**config.mk**
```make
export PLATFORM = sky130hd
export DESIGN_NAME = uart_framer_flat
export DESIGN_NICKNAME = d
export VERILOG_FILES = /design/src/rtl/uart_framer_if.sv /design/src/rtl/uart_framer.sv /design/src/flat_wrapper.sv
export SDC_FILE = /design/constraint.sdc
export NUM_CORES = 1
export LEC_CHECK = 0
export CORE_MARGIN = 8
export CORE_UTILIZATION = 55
export DETAILED_ROUTE_END_ITERATION = 6
export GPL_TIMING_DRIVEN = 0
export MAX_ROUTING_LAYER = met4
export PLACE_DENSITY_LB_ADDON = 0.3
export SYNTH_ARGS = -nofsm -noshare
export SYNTH_HDL_FRONTEND = slang
export SYNTH_SLANG_ARGS = --single-unit
```
**constraint.sdc**
```tcl
create_clock -name clk -period 2.6 [get_ports clk]
set_clock_uncertainty 0.2 [all_clocks]
set_input_delay 0.26 -clock clk [delete_from_list [all_inputs] [get_ports clk]]
set_output_delay 0.26 -clock clk [all_outputs]
set_load 0.03 [all_outputs]
```
**src/rtl/uart_framer_if.sv**
```systemverilog
// Control-side bundle of the UART framer: received frame with status pulses,
// and the response frame with its start/busy/done handshake.
`timescale 1ns/1ps
interface uart_framer_if #(
    parameter int RX_BYTES = 2,
    parameter int TX_BYTES = 3
) ();
    logic [8*RX_BYTES-1:0] rxFrame;
    logic                  rxValid;
    logic [1:0]            rxErr;
    logic                  rxErrValid;
    logic [8*TX_BYTES-1:0] txFrame;
    logic                  txStart;
    logic                  txBusy;
    logic                  txDone;

    modport master (
        input  rxFrame, rxValid, rxErr, rxErrValid, txBusy, txDone,
        output txFrame, txStart
    );
    modport slave (
        output rxFrame, rxValid, rxErr, rxErrValid, txBusy, txDone,
        input  txFrame, txStart
    );
endinterface

```
**src/rtl/uart_framer.sv**
```systemverilog
// Fixed-length multi-byte UART framer: 16x-oversampled receiver with frame
// assembly and error reporting, plus a back-to-back multi-byte transmitter.
`timescale 1ns/1ps
module uart_framer #(
    parameter int CLK_HZ       = 50_000_000,
    parameter int BAUD         = 9600,
    parameter int OVERSAMPLE   = 16,
    parameter int RX_BYTES     = 2,
    parameter int TX_BYTES     = 3,
    parameter int PARITY       = 0,
    parameter int TIMEOUT_BITS = 20
) (
    input  logic         clk,
    input  logic         rst_n,
    input  logic         serialIn,
    output logic         serialOut,
    uart_framer_if.slave bus
);

    localparam int DIV      = CLK_HZ / (BAUD * OVERSAMPLE);
    localparam int DIV_W    = (DIV > 1) ? $clog2(DIV) : 1;
    localparam int OS_W     = $clog2(OVERSAMPLE);
    localparam int TO_TICKS = TIMEOUT_BITS * OVERSAMPLE;
    localparam int TO_W     = (TO_TICKS > 1) ? $clog2(TO_TICKS) : 1;
    localparam int RXI_W    = (RX_BYTES > 1) ? $clog2(RX_BYTES) : 1;
    localparam int TXI_W    = (TX_BYTES > 1) ? $clog2(TX_BYTES) : 1;

    localparam logic [1:0] ERR_FRAME   = 2'b01;
    localparam logic [1:0] ERR_PARITY  = 2'b10;
    localparam logic [1:0] ERR_TIMEOUT = 2'b11;

    typedef enum logic [2:0] {S_IDLE, S_START, S_DATA, S_PARITY, S_STOP} state_t;

    function automatic logic parity_bit(input logic [7:0] d);
        return (^d) ^ (PARITY == 2);
    endfunction

    // ---------------- receiver ----------------
    state_t                rx_state_q;
    logic                  sync1_q, sync2_q;
    logic [DIV_W-1:0]      rx_div_q;
    logic [OS_W-1:0]       rx_os_q;
    logic [2:0]            rx_bit_q;
    logic [7:0]            rx_shift_q;
    logic                  rx_par_q;
    logic [RXI_W-1:0]      rx_idx_q;
    logic [TO_W-1:0]       rx_idle_q;
    logic [8*RX_BYTES-1:0] rx_buf_q, rx_buf_d;
    logic [8*RX_BYTES-1:0] rxFrame_q;
    logic                  rxValid_q;
    logic [1:0]            rxErr_q;
    logic                  rxErrValid_q;

    logic rx_tick, rx_mid, rx_end;
    assign rx_tick = (rx_div_q == DIV_W'(DIV - 1));
    assign rx_mid  = rx_tick && (rx_os_q == OS_W'(OVERSAMPLE/2 - 1));
    assign rx_end  = rx_tick && (rx_os_q == OS_W'(OVERSAMPLE - 1));

    always_comb begin
        rx_buf_d                   = rx_buf_q;
        rx_buf_d[8*rx_idx_q +: 8]  = rx_shift_q;
    end

    always_ff @(posedge clk or negedge rst_n) begin
        if (!rst_n) begin
            sync1_q      <= 1'b1;
            sync2_q      <= 1'b1;
            rx_state_q   <= S_IDLE;
            rx_div_q     <= '0;
            rx_os_q      <= '0;
            rx_bit_q     <= '0;
            rx_shift_q   <= '0;
            rx_par_q     <= 1'b0;
            rx_idx_q     <= '0;
            rx_idle_q    <= '0;
            rx_buf_q     <= '0;
            rxFrame_q    <= '0;
            rxValid_q    <= 1'b0;
            rxErr_q      <= 2'b00;
            rxErrValid_q <= 1'b0;
        end else begin
            sync1_q      <= serialIn;
            sync2_q      <= sync1_q;
            rxValid_q    <= 1'b0;
            rxErrValid_q <= 1'b0;
            rx_div_q     <= rx_tick ? '0 : rx_div_q + 1'b1;
            if (rx_tick)
                rx_os_q <= rx_end ? '0 : rx_os_q + 1'b1;

            case (rx_state_q)
                S_IDLE: begin
                    if (!sync2_q) begin
                        rx_state_q <= S_START;
                        rx_div_q   <= '0;
                        rx_os_q    <= '0;
                        rx_idle_q  <= '0;
                    end else if (rx_idx_q != '0 && rx_tick) begin
                        // A stalled partial frame is dropped after a quiet period.
                        if (rx_idle_q == TO_W'(TO_TICKS - 1)) begin
                            rx_idle_q    <= '0;
                            rx_idx_q     <= '0;
                            rxErr_q      <= ERR_TIMEOUT;
                            rxErrValid_q <= 1'b1;
                        end else begin
                            rx_idle_q <= rx_idle_q + 1'b1;
                        end
                    end
                end
                S_START: begin
                    if (rx_mid) begin
                        rx_os_q <= '0;
                        if (!sync2_q) begin
                            rx_state_q <= S_DATA;
                            rx_bit_q   <= '0;
                        end else begin
                            rx_state_q <= S_IDLE;
                        end
                    end
                end
                S_DATA: begin
                    if (rx_end) begin
                        rx_shift_q <= {sync2_q, rx_shift_q[7:1]};
                        rx_bit_q   <= rx_bit_q + 1'b1;
                        if (rx_bit_q == 3'd7)
                            rx_state_q <= (PARITY != 0) ? S_PARITY : S_STOP;
                    end
                end
                S_PARITY: begin
                    if (rx_end) begin
                        rx_par_q   <= sync2_q;
                        rx_state_q <= S_STOP;
                    end
                end
                S_STOP: begin
                    if (rx_end) begin
                        rx_state_q <= S_IDLE;
                        if (!sync2_q || (PARITY != 0 && rx_par_q != parity_bit(rx_shift_q))) begin
                            rxErr_q      <= !sync2_q ? ERR_FRAME : ERR_PARITY;
                            rxErrValid_q <= 1'b1;
                            rx_idx_q     <= '0;
                        end else if (rx_idx_q == RXI_W'(RX_BYTES - 1)) begin
                            rxFrame_q <= rx_buf_d;
                            rxValid_q <= 1'b1;
                            rx_idx_q  <= '0;
                        end else begin
                            rx_buf_q <= rx_buf_d;
                            rx_idx_q <= rx_idx_q + 1'b1;
                        end
                    end
                end
                default: rx_state_q <= S_IDLE;
            endcase
        end
    end

    // ---------------- transmitter ----------------
    state_t                tx_state_q;
    logic [DIV_W-1:0]      tx_div_q;
    logic [OS_W-1:0]       tx_os_q;
    logic [2:0]            tx_bit_q;
    logic [TXI_W-1:0]      tx_idx_q;
    logic [8*TX_BYTES-1:0] tx_frame_q;
    logic                  serialOut_q;
    logic                  txBusy_q;
    logic                  txDone_q;

    logic       tx_tick, tx_end;
    logic [7:0] tx_byte;
    assign tx_tick = (tx_div_q == DIV_W'(DIV - 1));
    assign tx_end  = tx_tick && (tx_os_q == OS_W'(OVERSAMPLE - 1));
    assign tx_byte = tx_frame_q[8*tx_idx_q +: 8];

    always_ff @(posedge clk or negedge rst_n) begin
        if (!rst_n) begin
            tx_state_q  <= S_IDLE;
            tx_div_q    <= '0;
            tx_os_q     <= '0;
            tx_bit_q    <= '0;
            tx_idx_q    <= '0;
            tx_frame_q  <= '0;
            serialOut_q <= 1'b1;
            txBusy_q    <= 1'b0;
            txDone_q    <= 1'b0;
        end else begin
            txDone_q <= 1'b0;
            if (tx_state_q != S_IDLE) begin
                tx_div_q <= tx_tick ? '0 : tx_div_q + 1'b1;
                if (tx_tick)
                    tx_os_q <= tx_end ? '0 : tx_os_q + 1'b1;
            end

            case (tx_state_q)
                S_IDLE: begin
                    if (bus.txStart) begin
                        tx_frame_q  <= bus.txFrame;
                        tx_state_q  <= S_START;
                        tx_div_q    <= '0;
                        tx_os_q     <= '0;
                        tx_idx_q    <= '0;
                        serialOut_q <= 1'b0;
                        txBusy_q    <= 1'b1;
                    end
                end
                S_START: begin
                    if (tx_end) begin
                        tx_state_q  <= S_DATA;
                        tx_bit_q    <= '0;
                        serialOut_q <= tx_byte[0];
                    end
                end
                S_DATA: begin
                    if (tx_end) begin
                        if (tx_bit_q == 3'd7) begin
                            tx_state_q  <= (PARITY != 0) ? S_PARITY : S_STOP;
                            serialOut_q <= (PARITY != 0) ? parity_bit(tx_byte) : 1'b1;
                        end else begin
                            tx_bit_q    <= tx_bit_q + 1'b1;
                            serialOut_q <= tx_byte[tx_bit_q + 3'd1];
                        end
                    end
                end
                S_PARITY: begin
                    if (tx_end) begin
                        tx_state_q  <= S_STOP;
                        serialOut_q <= 1'b1;
                    end
                end
                S_STOP: begin
                    if (tx_end) begin
                        // Next byte's start bit follows the stop bit with no gap.
                        if (tx_idx_q == TXI_W'(TX_BYTES - 1)) begin
                            tx_state_q <= S_IDLE;
                            txBusy_q   <= 1'b0;
                            txDone_q   <= 1'b1;
                        end else begin
                            tx_idx_q    <= tx_idx_q + 1'b1;
                            tx_state_q  <= S_START;
                            serialOut_q <= 1'b0;
                        end
                    end
                end
                default: tx_state_q <= S_IDLE;
            endcase
        end
    end

    assign serialOut      = serialOut_q;
    assign bus.rxFrame    = rxFrame_q;
    assign bus.rxValid    = rxValid_q;
    assign bus.rxErr      = rxErr_q;
    assign bus.rxErrValid = rxErrValid_q;
    assign bus.txBusy     = txBusy_q;
    assign bus.txDone     = txDone_q;

endmodule

```
**src/flat_wrapper.sv**
```systemverilog
// flat-port wrapper written by rule: the top's interface ports become plain ports
module uart_framer_flat 
#(
    parameter int CLK_HZ       = 50_000_000,
    parameter int BAUD         = 9600,
    parameter int OVERSAMPLE   = 16,
    parameter int RX_BYTES     = 2,
    parameter int TX_BYTES     = 3,
    parameter int PARITY       = 0,
    parameter int TIMEOUT_BITS = 20
)
  (clk, rst_n, serialIn, serialOut, bus_rxFrame, bus_rxValid, bus_rxErr, bus_rxErrValid, bus_txBusy, bus_txDone, bus_txFrame, bus_txStart);
  uart_framer_if #(.RX_BYTES(RX_BYTES), .TX_BYTES(TX_BYTES)) bus_i ();
  input  logic clk;
  input  logic rst_n;
  input  logic serialIn;
  output logic serialOut;
  output wire logic [$bits(bus_i.rxFrame)-1:0] bus_rxFrame;
  output wire logic [$bits(bus_i.rxValid)-1:0] bus_rxValid;
  output wire logic [$bits(bus_i.rxErr)-1:0] bus_rxErr;
  output wire logic [$bits(bus_i.rxErrValid)-1:0] bus_rxErrValid;
  output wire logic [$bits(bus_i.txBusy)-1:0] bus_txBusy;
  output wire logic [$bits(bus_i.txDone)-1:0] bus_txDone;
  input wire logic [$bits(bus_i.txFrame)-1:0] bus_txFrame;
  input wire logic [$bits(bus_i.txStart)-1:0] bus_txStart;
  assign bus_rxFrame = bus_i.rxFrame;
  assign bus_rxValid = bus_i.rxValid;
  assign bus_rxErr = bus_i.rxErr;
  assign bus_rxErrValid = bus_i.rxErrValid;
  assign bus_txBusy = bus_i.txBusy;
  assign bus_txDone = bus_i.txDone;
  assign bus_i.txFrame = bus_txFrame;
  assign bus_i.txStart = bus_txStart;
  uart_framer #(.CLK_HZ(CLK_HZ), .BAUD(BAUD), .OVERSAMPLE(OVERSAMPLE), .RX_BYTES(RX_BYTES), .TX_BYTES(TX_BYTES), .PARITY(PARITY), .TIMEOUT_BITS(TIMEOUT_BITS)) u_core (.clk(clk), .rst_n(rst_n), .serialIn(serialIn), .serialOut(serialOut), .bus(bus_i));
endmodule
```
==> impl_metrics.yaml <==
drt:
  drc_errors: 0
  vias_per_cell: 5.40
  drtIter0Drc: 274
  drt_first_pass_iters: 4
  ant_nets: 0
  dr_total_vias: 3955
  drt_wl_total_mm: 11.4
  wl_per_cell_um: 15.6
floorplanning:
  fp.dieH_um: 115
  die_w_um: 115
  core-area_um2: 9680
  start_util: 0.561
  ioPinCount: 51
  placement_rows: 36
  die-area_um2: 13300
clock_tree:
  h-tree-depth: 4
  clkLatencyLatePin_ns: 0.53
  cts_tree: "yes"
  clock_sinks: 115
  cts_setup_buffers: 0
  clock_path_buffers: 2
  cts_root_buffer: "clkbuf_8"
  numCtsBuffers: 17
  cts.reportedPaths.clkPinSlew_ns: 0.06
setup_path:
  worstPathArrival_ns: 2.63
  r2r-start: "u_core.rx_div_q[0]"
  max_stage_delay_ns: 0.44
  cp-start-kind: "flip-flop"
  crit_slowest_cell: "dfrtp_1"
  startpoint: "u_core.rx_div_q[0]"
  path_cells: "inv_1 -> ha_1 -> and4b_1 -> nand4_4 -> nor2_4 -> nand3_4 -> buf_6 -> mux2_4"
  crit_path_end_kind: "flip-flop"
  path_max_fanout: 10
  critPathKind: "reg2reg"
  crit_required_ns: 2.82
synthesis:
  synth_seq_cells: 115
  synth_cells: 515
  yosysMostFrequentCell: "nand2_1"
  yosys-top-cells-count: "123 x nand2_1, 112 x dfrtp_1, 31 x nor2_1"
  yosysSeqAreaShare: 0.531
  yosysUniqueCellTypes: 60
  yosys.area.top_type: "dfrtp_1"
  syn_area_um2: 5430
  synthArstFlopShare: 1.00
  yosysWarnings: 0
  ys.flop_type: "dfrtp_1"
  synth_fp_nets: 555
  synth_top_area_frac: 0.516
  synth_edf_count: 0
  avgSynthCellArea_um2: 10.5
  yosys-top-cells-area: "dfrtp_1 52%, nand2_1 8.5%, mux2_2 3.7%"
place:
  port-buffer-count: 50
  gp_congestion: 0.849
  dp_hpwl_mm: 7.98
  post-place-ws_ns: 0.0966
outcome:
  outcome: "finished clean"
global_routing:
  grt.total_usage: 0.196
  antenna_found_initial: 0
  grt_overflow: 0
  grt_pass1_vias: 4092
  grt_pass1_wl_mm: 19.8
  grt_max_degree: 60
sta:
  period_needed_ns: 2.41
  grt_setup_unrepaired: "no"
  fmax_ghz: 0.415
  slew_violations: 0
  final_min_period_over_clock_period: 0.927
  hold_viol: 0
  layout_setup_ws_ns: 0.189
  finalSetupViolCount: 0
  worst_pin_slew_ns: 0.754
  hold_ws_ns: 0.0552
  tns_ns: 0
  max_slew_margin: 0.498
worst_hold_path:
  hp-class: "in2reg"
  hold_start: "bus_txFrame[20]"
power_and_ir_drop:
  ir_worst_vdd_mv: 0.490
  leakage_uw: 0.00323
  powerDensity_nw_per_um2: 603
  power_uw: 4050
final_layout:
  nets: 627
  layout-drive-gt1-share: 0.160
  antenna_cells: 0
  area_delta_synth_final_pct: 23.5
flow_run:
  cap_violations: 0
[stage by stage]
stage                util  instance area [um^2]  instances
CTS                 0.692                  6700        733
floorplan               -                  5430        515
detailed placement  0.632                  6120        699
global placement    0.630                  6100        698
global route        0.693                  6710        733
finish              0.693                  6710        733
[placed cells by master, fill, tap and decap left out, types with 3 or more instances in the layout]
master | netlist | routed
nand2_1 | 123 | 123
dfrtp_1 | 112 | 112
clkdlybuf4s50_1 | 0 | 49
nor2_1 | 31 | 31
o21ai_0 | 18 | 18
mux2_2 | 18 | 18
nand3_1 | 17 | 17
xor2_1 | 16 | 16
clkbuf_16 | 0 | 16
inv_1 | 14 | 14
ha_1 | 12 | 12
clkbuf_1 | 11 | 11
mux2_4 | 11 | 11
nand2b_1 | 10 | 10
nand4_1 | 9 | 9
nor3_1 | 9 | 8
or3_1 | 7 | 7
buf_2 | 6 | 6
mux2i_1 | 6 | 6
a21oi_1 | 6 | 6
nor2b_1 | 6 | 6
a22o_1 | 5 | 5
inv_6 | 0 | 5
inv_8 | 0 | 5
o31ai_1 | 4 | 4
mux4_2 | 4 | 4
and2_1 | 3 | 3
or4_1 | 3 | 3
and3_1 | 3 | 3
o41ai_1 | 3 | 3
clkinvlp_4 | 0 | 3
dfstp_2 | 3 | 3
[per-layer routing]
metal	up-vias	global-route usage	share of wire
li1	1927	-	-
met1	1946	0.221	0.43
met2	63	0.317	0.52
met3	19	0.0657	0.040
met4	0	0.0727	0.017
met5	-	-	0
[timing repair]
action | in CTS | in global routing
endpoints found under the hold margin | 56 | 0
hold buffers | 2 | 0
resized for setup | 0 | 2
setup endpoints to repair | 0 | 9
[worst paths after layout]
| path | slack [ns] | to | cells after the start |
|---|---|---|---|
| worst min register to register | 0.16 | u_core.sync2_q | 0 |
| max in group asynchronous | 1.25 | u_core.sync1_q | 3 |
| worst min-delay path | 0.06 | u_core.tx_frame_q[20] | 3 |
| worst max register to register | 0.19 | u_core.bus.rxFrame[11] | 8 |
| min in group asynchronous | 0.15 | u_core.tx_frame_q[11] | 2 |
| worst max-delay path | 0.19 | u_core.bus.rxFrame[11] | 8 |
[area by class of cell]
type / instances / area [um^2]
well taps: 133 / 166
flip-flops and latches: 115 / 2880
clock buffers: 17 / 414
plain buffers: 18 / 82.6
fillers: 702 / 2980
inverters: 14 / 52.6
repair buffers: 53 / 546
multi-input cells: 368 / 2430
clock inverters: 15 / 140
[kinds of logic (layout without fill, tap and decap cells)]
| kind of cell | after synthesis | after routing | synth area share |
|---|---|---|---|
| simple gates | 242 | 242 | 0.222 |
| xor+xnor | 18 | 18 | 0.0290 |
| flops | 115 | 115 | 0.531 |
| fa+ha+maj | 12 | 12 | 0.0276 |
| compound gates | 57 | 57 | 0.0710 |
| buf+inv | 32 | 117 | 0.0249 |
| mux | 39 | 39 | 0.0954 |
[worst max-delay path: cells and delay by family, from the launching register on]
kind          cells  cell delay (ns)
fa+ha+maj         1             0.13
buf+inv           2             0.31
flops             1             0.44
mux               1             0.30
simple gates      4             0.91
[sequential cells by signal, indices dropped and copies added, names as in the netlist, 4 cells and up]
register and cells:
u_core.rx_os_q 4, u_core.rx_buf_q 8, u_core.bus.rxFrame 16, u_core.tx_os_q 4, u_core.rx_idle_q 9, u_core.tx_div_q 9, u_core.rx_shift_q 8, u_core.tx_frame_q 24
u_core.rx_div_q 9
[report_power, final]
group	total (uW)	switching, uW	internal [uW]
Sequential	1790	0.615	1790
Clock	2160	944	1220
Combinational	93.7	48.0	45.6
(Power assumes the default switching activity.)
